$ cat src/rtl/rv_x_writeback_if.sv
// Bundle of the writeback stage's ALU, load-issue, load-result and operand-query signals.
// RV_X_WRITEBACK_FORWARD_EN adds the commit-cycle forwarding signals.
interface rv_x_writeback_if #(
  parameter int XLEN = 64
);
  // Load results move on a cycle where load_valid & load_ready are both high; the producer
  // keeps load_valid, load_rd and load_value stable until then, and load_ready never looks at load_valid.
  logic            alu_valid;
  logic [4:0]      alu_rd;
  logic [XLEN-1:0] alu_value;
  logic            load_issue_valid;
  logic [4:0]      load_issue_rd;
  logic            load_issue_stall;
  logic            load_valid;
  logic            load_ready;
  logic [4:0]      load_rd;
  logic [XLEN-1:0] load_value;
  logic [4:0]      rs1;
  logic [4:0]      rs2;
  logic            rs1_busy;
  logic            rs2_busy;
  logic [4:0]      rd;
  logic [XLEN-1:0] rd_store_value;
`ifdef RV_X_WRITEBACK_FORWARD_EN
  logic            rs1_fwd_valid;
  logic            rs2_fwd_valid;
  logic [XLEN-1:0] rs1_fwd_value;
  logic [XLEN-1:0] rs2_fwd_value;

  modport master (
    output alu_valid, alu_rd, alu_value, load_issue_valid, load_issue_rd,
           load_valid, load_rd, load_value, rs1, rs2,
    input  load_issue_stall, load_ready, rs1_busy, rs2_busy, rd, rd_store_value,
           rs1_fwd_valid, rs2_fwd_valid, rs1_fwd_value, rs2_fwd_value
  );

  modport slave (
    input  alu_valid, alu_rd, alu_value, load_issue_valid, load_issue_rd,
           load_valid, load_rd, load_value, rs1, rs2,
    output load_issue_stall, load_ready, rs1_busy, rs2_busy, rd, rd_store_value,
           rs1_fwd_valid, rs2_fwd_valid, rs1_fwd_value, rs2_fwd_value
  );
`else
  modport master (
    output alu_valid, alu_rd, alu_value, load_issue_valid, load_issue_rd,
           load_valid, load_rd, load_value, rs1, rs2,
    input  load_issue_stall, load_ready, rs1_busy, rs2_busy, rd, rd_store_value
  );

  modport slave (
    input  alu_valid, alu_rd, alu_value, load_issue_valid, load_issue_rd,
           load_valid, load_rd, load_value, rs1, rs2,
    output load_issue_stall, load_ready, rs1_busy, rs2_busy, rd, rd_store_value
  );
`endif
endinterface

$ cat src/rtl/rv_x_writeback.sv
// Integer writeback stage: ALU results win the single register-file write port, load results queue
// in a FIFO, and a pending-load scoreboard flags hazards. Optional macro: RV_X_WRITEBACK_FORWARD_EN.
module rv_x_writeback #(
  parameter bit rv64            = 1'b1,
  parameter int LOAD_FIFO_DEPTH = 4
) (
  input logic             clock,
  input logic             reset,
  rv_x_writeback_if.slave wb
);
  localparam int XLEN = rv64 ? 64 : 32;
  localparam int PW   = $clog2(LOAD_FIFO_DEPTH);
  localparam int CW   = PW + 1;

  logic [4:0]      r_fifo_rd  [LOAD_FIFO_DEPTH];
  logic [XLEN-1:0] r_fifo_val [LOAD_FIFO_DEPTH];
  logic [PW-1:0]   r_wr_ptr;
  logic [PW-1:0]   r_rd_ptr;
  logic [CW-1:0]   r_count;
  logic [31:0]     r_pending;
  logic [4:0]      r_rd;
  logic [XLEN-1:0] r_rd_value;

  logic            w_full;
  logic            w_empty;
  logic            w_push;
  logic            w_pop;
  logic            w_sel_alu;
  logic            w_stall;
  logic            w_set;
  logic [4:0]      w_head_rd;
  logic [XLEN-1:0] w_head_val;
  logic [31:0]     w_pending_nxt;

  assign w_full     = (r_count == CW'(LOAD_FIFO_DEPTH));
  assign w_empty    = (r_count == '0);
  assign w_push     = wb.load_valid & ~w_full;
  assign w_sel_alu  = wb.alu_valid & (wb.alu_rd != 5'd0);
  assign w_pop      = ~w_sel_alu & ~w_empty;
  assign w_head_rd  = r_fifo_rd[r_rd_ptr];
  assign w_head_val = r_fifo_val[r_rd_ptr];

  assign w_stall = wb.load_issue_valid & r_pending[wb.load_issue_rd] & (wb.load_issue_rd != 5'd0);
  assign w_set   = wb.load_issue_valid & ~w_stall & (wb.load_issue_rd != 5'd0);

  // Clear first so a same-cycle set of the same index takes precedence.
  always_comb begin
    w_pending_nxt = r_pending;
    if (w_pop && (w_head_rd != 5'd0)) w_pending_nxt[w_head_rd] = 1'b0;
    if (w_set) w_pending_nxt[wb.load_issue_rd] = 1'b1;
    w_pending_nxt[0] = 1'b0;
  end

  // FIFO storage needs no reset: only pointers and count define which entries are live.
  always_ff @(posedge clock) begin
    if (w_push) begin
      r_fifo_rd[r_wr_ptr]  <= wb.load_rd;
      r_fifo_val[r_wr_ptr] <= wb.load_value;
    end
  end

  always_ff @(posedge clock) begin
    if (!reset) begin
      r_wr_ptr  <= '0;
      r_rd_ptr  <= '0;
      r_count   <= '0;
      r_pending <= '0;
    end else begin
      if (w_push) r_wr_ptr <= r_wr_ptr + PW'(1);
      if (w_pop)  r_rd_ptr <= r_rd_ptr + PW'(1);
      r_count   <= r_count + CW'(w_push) - CW'(w_pop);
      r_pending <= w_pending_nxt;
    end
  end

  // Idle cycles drop the write index but keep the data, so rd_store_value only moves on a selection.
  always_ff @(posedge clock) begin
    if (!reset) begin
      r_rd       <= 5'd0;
      r_rd_value <= '0;
    end else if (w_sel_alu) begin
      r_rd       <= wb.alu_rd;
      r_rd_value <= wb.alu_value;
    end else if (w_pop) begin
      r_rd       <= w_head_rd;
      r_rd_value <= w_head_val;
    end else begin
      r_rd       <= 5'd0;
    end
  end

  assign wb.load_issue_stall = w_stall;
  assign wb.load_ready       = ~w_full;
  assign wb.rs1_busy         = r_pending[wb.rs1];
  assign wb.rs2_busy         = r_pending[wb.rs2];
  assign wb.rd               = r_rd;
  assign wb.rd_store_value   = r_rd_value;

`ifdef RV_X_WRITEBACK_FORWARD_EN
  assign wb.rs1_fwd_valid = (r_rd != 5'd0) & (r_rd == wb.rs1);
  assign wb.rs2_fwd_valid = (r_rd != 5'd0) & (r_rd == wb.rs2);
  assign wb.rs1_fwd_value = r_rd_value;
  assign wb.rs2_fwd_value = r_rd_value;
`endif
endmodule

$ cat src/flat_wrapper.sv
// flat-port wrapper written by rule: the top's interface ports become plain ports
module rv_x_writeback_flat 
#(
  parameter bit rv64            = 1'b1,
  parameter int LOAD_FIFO_DEPTH = 4
)
  (clock, reset, wb_alu_valid, wb_alu_rd, wb_alu_value, wb_load_issue_valid, wb_load_issue_rd, wb_load_valid, wb_load_rd, wb_load_value, wb_rs1, wb_rs2, wb_load_issue_stall, wb_load_ready, wb_rs1_busy, wb_rs2_busy, wb_rd, wb_rd_store_value);
  rv_x_writeback_if #(.XLEN((64))) wb_i ();
  input logic clock;
  input logic reset;
  input wire logic [$bits(wb_i.alu_valid)-1:0] wb_alu_valid;
  input wire logic [$bits(wb_i.alu_rd)-1:0] wb_alu_rd;
  input wire logic [$bits(wb_i.alu_value)-1:0] wb_alu_value;
  input wire logic [$bits(wb_i.load_issue_valid)-1:0] wb_load_issue_valid;
  input wire logic [$bits(wb_i.load_issue_rd)-1:0] wb_load_issue_rd;
  input wire logic [$bits(wb_i.load_valid)-1:0] wb_load_valid;
  input wire logic [$bits(wb_i.load_rd)-1:0] wb_load_rd;
  input wire logic [$bits(wb_i.load_value)-1:0] wb_load_value;
  input wire logic [$bits(wb_i.rs1)-1:0] wb_rs1;
  input wire logic [$bits(wb_i.rs2)-1:0] wb_rs2;
  output wire logic [$bits(wb_i.load_issue_stall)-1:0] wb_load_issue_stall;
  output wire logic [$bits(wb_i.load_ready)-1:0] wb_load_ready;
  output wire logic [$bits(wb_i.rs1_busy)-1:0] wb_rs1_busy;
  output wire logic [$bits(wb_i.rs2_busy)-1:0] wb_rs2_busy;
  output wire logic [$bits(wb_i.rd)-1:0] wb_rd;
  output wire logic [$bits(wb_i.rd_store_value)-1:0] wb_rd_store_value;
  assign wb_i.alu_valid = wb_alu_valid;
  assign wb_i.alu_rd = wb_alu_rd;
  assign wb_i.alu_value = wb_alu_value;
  assign wb_i.load_issue_valid = wb_load_issue_valid;
  assign wb_i.load_issue_rd = wb_load_issue_rd;
  assign wb_i.load_valid = wb_load_valid;
  assign wb_i.load_rd = wb_load_rd;
  assign wb_i.load_value = wb_load_value;
  assign wb_i.rs1 = wb_rs1;
  assign wb_i.rs2 = wb_rs2;
  assign wb_load_issue_stall = wb_i.load_issue_stall;
  assign wb_load_ready = wb_i.load_ready;
  assign wb_rs1_busy = wb_i.rs1_busy;
  assign wb_rs2_busy = wb_i.rs2_busy;
  assign wb_rd = wb_i.rd;
  assign wb_rd_store_value = wb_i.rd_store_value;
  rv_x_writeback #(.rv64(rv64), .LOAD_FIFO_DEPTH(LOAD_FIFO_DEPTH)) u_core (.clock(clock), .reset(reset), .wb(wb_i));
endmodule
$ cat config.mk
export PLATFORM = sky130hd
export DESIGN_NAME = rv_x_writeback_flat
export DESIGN_NICKNAME = d
export VERILOG_FILES = /design/src/rtl/rv_x_writeback_if.sv /design/src/rtl/rv_x_writeback.sv /design/src/flat_wrapper.sv
export SDC_FILE = /design/constraint.sdc
export NUM_CORES = 1
export LEC_CHECK = 0
export CAP_MARGIN = 5
export CELL_PAD_IN_SITES_DETAIL_PLACEMENT = 1
export CELL_PAD_IN_SITES_GLOBAL_PLACEMENT = 1
export CORE_MARGIN = 1
export CORE_UTILIZATION = 45
export CTS_CLUSTER_DIAMETER = 150
export DETAILED_ROUTE_END_ITERATION = 16
export GPL_TIMING_DRIVEN = 0
export HOLD_SLACK_MARGIN = 0.08
export PLACE_DENSITY_LB_ADDON = 0.05
export RECOVER_POWER = 100
export SYNTH_ARGS = -nofsm -noshare
export SYNTH_HDL_FRONTEND = slang
export SYNTH_SLANG_ARGS = --single-unit
$ cat constraint.sdc
create_clock -name clock -period 4.8 [get_ports clock]
set_input_delay 1.44 -clock clock [delete_from_list [all_inputs] [get_ports clock]]
set_output_delay 1.44 -clock clock [all_outputs]
set_load 0.02 [all_outputs]
==> results_dict.tcl <==
set metrics [dict create \
    power_frac_clock 0.327 \
    rr_startpoint "u_core.r_count[1]" \
    cellPowerDensity_nw_per_um2 485.4 \
    switching_share 0.2928 \
    finalCritPeriodShare 0.9766 \
    rsz0062_at_grt "false" \
    stdcell_area_um2 20030 \
    fin_skew_ns 0.01545 \
    synth-edff-count 276 \
    htreeDepth 2 \
    crit_fanout 9 \
    async_flop_share 0 \
    p_int_uw 6875 \
    drt_wl_total_um 40940 \
    antenna_found_initial 10 \
    critical_path_buf_inv_count 2 \
    rows 67 \
    placed_area_um2 18570 \
    path_cells "clkbuf_4 -> mux4_2 -> mux4_2 -> mux2_2 -> dlygate4sd2_1" \
    hold_violations 0 \
    r2r_end "u_core.r_fifo_val[0][7]" \
    syn-cell-area_um2 15640 \
    die_w_um 188.4 \
    path_clk_slew_ns 0.06 \
    peakVddDrop_mv 0.3343 \
    cp_slowest_cell "mux4_2" \
    cts_root_buffer "clkbuf_16" \
    gp_congestion 0.8244 \
    nFillCells 3198 \
    outcome "complete, but fails checks" \
    pwr-share-seq 0.423 \
    cts_tree "done" \
    track_usage 0.2304 \
    cap_violations 4 \
    initial_core_util 0.4617 \
    syn_inst 991 \
    nets 1437 \
    ys_warn_count 0 \
    netlist.area_leader.share 0.5300 \
    crit_arrival_ns 3.25 \
    area_growth_pct 28.09 \
    crit_required_ns 3.36 \
    drtAntennaViolNets 0 \
    grt_pass1_wl_um 62190 \
    maxClockFrequency_mhz 213.3 \
    cts_made_buffers 41 \
    critical_path.most_common_cell "mux4_2" \
    hold_class "reg2reg" \
    synth_area_per_cell_um2 15.78 \
    dr.pass1.iters 5 \
    wl_per_cell_um 23.32 \
    hpwl_um 27040 \
    hold_depth 2 \
    first_global_vias 10530 \
    p_leak_uw 0.007325 \
    cts_sinks 385 \
    synth.area.top_cells "edfxtp_1, dfxtp_1, mux4_2" \
    synth_ff_type "edfxtp_1" \
    clk_path_buf_depth 3 \
    finalCriticalPeriod_ns 4.688 \
    ys_types 50 \
    drc 0 \
    grt_overflow_total 0 \
    die_h_um 188.4 \
    tns_ns 0 \
    clock_latency_ns 0.53 \
    violations "max-capacitance violations, max-slew violations" \
    num_vias 9955 \
    die_area_um2 35500 \
    port_buffers 224 \
    coreArea_um2 33870 \
    path_class "in2out" \
    hold-path-endpoint "u_core.r_pending[6]" \
    startpoint_type "input pin" \
    worstMarginPinSlew_ns 1.852 \
    dr.first_iter.drc_count 584 \
    power_frac_comb 0.250 \
    viasPerCell 5.672 \
    drv_slew 120 \
    boundaryPins 231 \
    syn-num-nets 1156 \
    grt_max_degree 44 \
    min_from "u_core.r_pending[6]" \
    end_kind "primary output" \
    synth-seq-cells 385 \
    r2r_cells 4 \
    slew_headroom -0.2344 \
    seq_area_frac_synth 0.6696 \
    r2r_slack_ns 1.31 \
    synth_top_area_cell "edfxtp_1" \
    critPathTopFamily "multiplexers" \
    setup_viol 0 \
    drive_gt1_frac 0.1520 \
    max_stage_delay_ns 0.54 \
    power_switching_uw 2847 \
]
==> state kept, by name, summed over array words and instances (netlist names), named ones only <==
| name | flops |
|---|---|
| u_core.r_rd_ptr | 2 |
| u_core.r_fifo_rd | 20 |
| u_core.wb.rd | 5 |
| u_core.r_count | 3 |
| u_core.r_wr_ptr | 2 |
| u_core.wb.rd_store_value | 64 |
| u_core.r_pending | 31 |
| u_core.r_fifo_val | 256 |
==> worst reg2reg max path: cells and delay by family, from the launching register on <==
family	cells	cell delay, ns
buffers and inverters	1	0.53
flip-flops	1	0.40
AO/OA/AOI/OAI	1	0.72
AND/OR/NAND/NOR	2	1.47
==> synth_stat cells (7+ instances only) <==
cell and count:
inv_1 7, nand3_1 70, and2_1 11, o311ai_1 15, o311ai_0 16, buf_2 19
dfxtp_1 109, mux2i_1 11, o31ai_1 19, edfxtp_1 276, o21ai_0 7, o21ai_1 9
nand2_1 135, mux4_2 90, o211a_1 64, clkbuf_1 46
==> area by class of cell <==
cell class,instances,area [µm²],area share
repair buffers,238,2386,0.1191
multi-input cells,526,4877,0.2435
plain buffers,73,346.6,0.01730
inverters,7,26.28,0.001312
clock inverters,19,222.7,0.01112
diodes,4,10.01,0.0004998
well taps,448,560.5,0.02799
flip-flops and latches,385,10470,0.5227
clock buffers,55,1130,0.05641
==> layer usage <==
metal	GRT usage	vias up	part of all wire
li1	-	4523	-
met3	0.04060	68	0.052
met5	0	-	0.0014
met2	0.4113	286	0.51
met4	0.04963	10	0.017
met1	0.2930	5068	0.42
==> cells in the final DEF (no fill, tap or decap), types with 3 or more instances in the layout <==
master / netlist / routed
or3_1: 5 / 4
a21boi_0: 4 / 5
mux2i_1: 11 / 11
mux2_2: 4 / 4
clkbuf_4: 0 / 3
or3b_1: 3 / 3
edfxtp_1: 276 / 276
o211ai_1: 3 / 3
clkinv_2: 0 / 6
buf_4: 0 / 10
clkbuf_1: 46 / 56
clkdlybuf4s50_1: 0 / 78
nand2_1: 135 / 135
dfxtp_1: 109 / 109
nand3b_1: 5 / 5
nor2_1: 4 / 4
clkinv_1: 0 / 7
nand3_1: 70 / 69
o211a_1: 64 / 64
dlygate4sd3_1: 0 / 142
xnor2_1: 3 / 3
inv_1: 7 / 7
clkbuf_2: 0 / 5
mux4_2: 90 / 90
bufinv_16: 0 / 5
clkbuf_8: 0 / 3
a21oi_1: 6 / 4
buf_1: 6 / 3
clkbuf_16: 0 / 42
nor2b_1: 3 / 3
buf_6: 2 / 7
o21ai_0: 7 / 13
nand4_1: 4 / 4
and2_1: 11 / 8
o31ai_1: 19 / 19
buf_2: 19 / 12
ha_1: 6 / 6
o311ai_0: 16 / 29
diode_2: 0 / 4
and2_0: 0 / 3
==> power groups by stage <==
stage          Combinational (µW)  Clock [µW]  Sequential, µW
2_1_floorplan                1400           0            4290
3_3_place_gp                 2460           0            4200
3_5_place_dp                 2520           0            4180
4_1_cts                      2560        3240            4110
5_1_grt                      2670        3360            4140
6_report                     2430        3180            4110
==> per-stage QoR <==
| stage | util | setup WS, ns | instances | hold WS (ns) | power [µW] |
|---|---|---|---|---|---|
| after global placement | 0.5444 | -1.256 | 1663 | 0.4908 | 6660 |
| after detailed placement | 0.5482 | -0.9686 | 1668 | 0.5087 | 6705 |
| after CTS | 0.5893 | -0.1040 | 1742 | 0.5182 | 9916 |
| after global routing | 0.5913 | 0.03949 | 1753 | 0.5738 | 10170 |
| final | 0.5914 | 0.1125 | 1755 | 0.5400 | 9722 |
| after floorplan | - | 0.4011 | 991 | 0.4651 | 5691 |
==> worst max path at each step <==
stage | startpoint | endpoint | slack, ns | cells past startpoint
final | wb_rs2[0] | wb_rs2_busy | 0.11 | 5
after detailed placement | wb_load_issue_rd[2] | wb_load_issue_stall | -0.97 | 7
after CTS | wb_load_issue_rd[3] | wb_load_issue_stall | -0.10 | 6
after floorplan | wb_rs1[0] | wb_rs1_busy | 0.40 | 4
after global routing | wb_rs2[0] | wb_rs2_busy | 0.04 | 5
after global placement | wb_load_valid | u_core.r_fifo_val[1][9] | -1.26 | 3
==> timing repair <==
action | CTS | global route
setup buffers | 0 | 9
pin swaps | 0 | 4
gates resized for setup | 19 | 22
hold buffers | 0 | 0
setup endpoints to repair | 3 | 1
==> kinds of logic (layout without fill, tap and decap cells) <==
family          after synthesis  in the layout  synth area share
compound gates              154            154           0.08378
xor+xnor                      5              5          0.002801
fa+ha+maj                     7              7          0.006081
buf+inv                      80            392           0.02169
flops                       385            385            0.6696
mux                         105            105            0.1396
other cells                   0              4                 0
simple gates                255            255           0.07650
(Power assumes the default switching activity.)
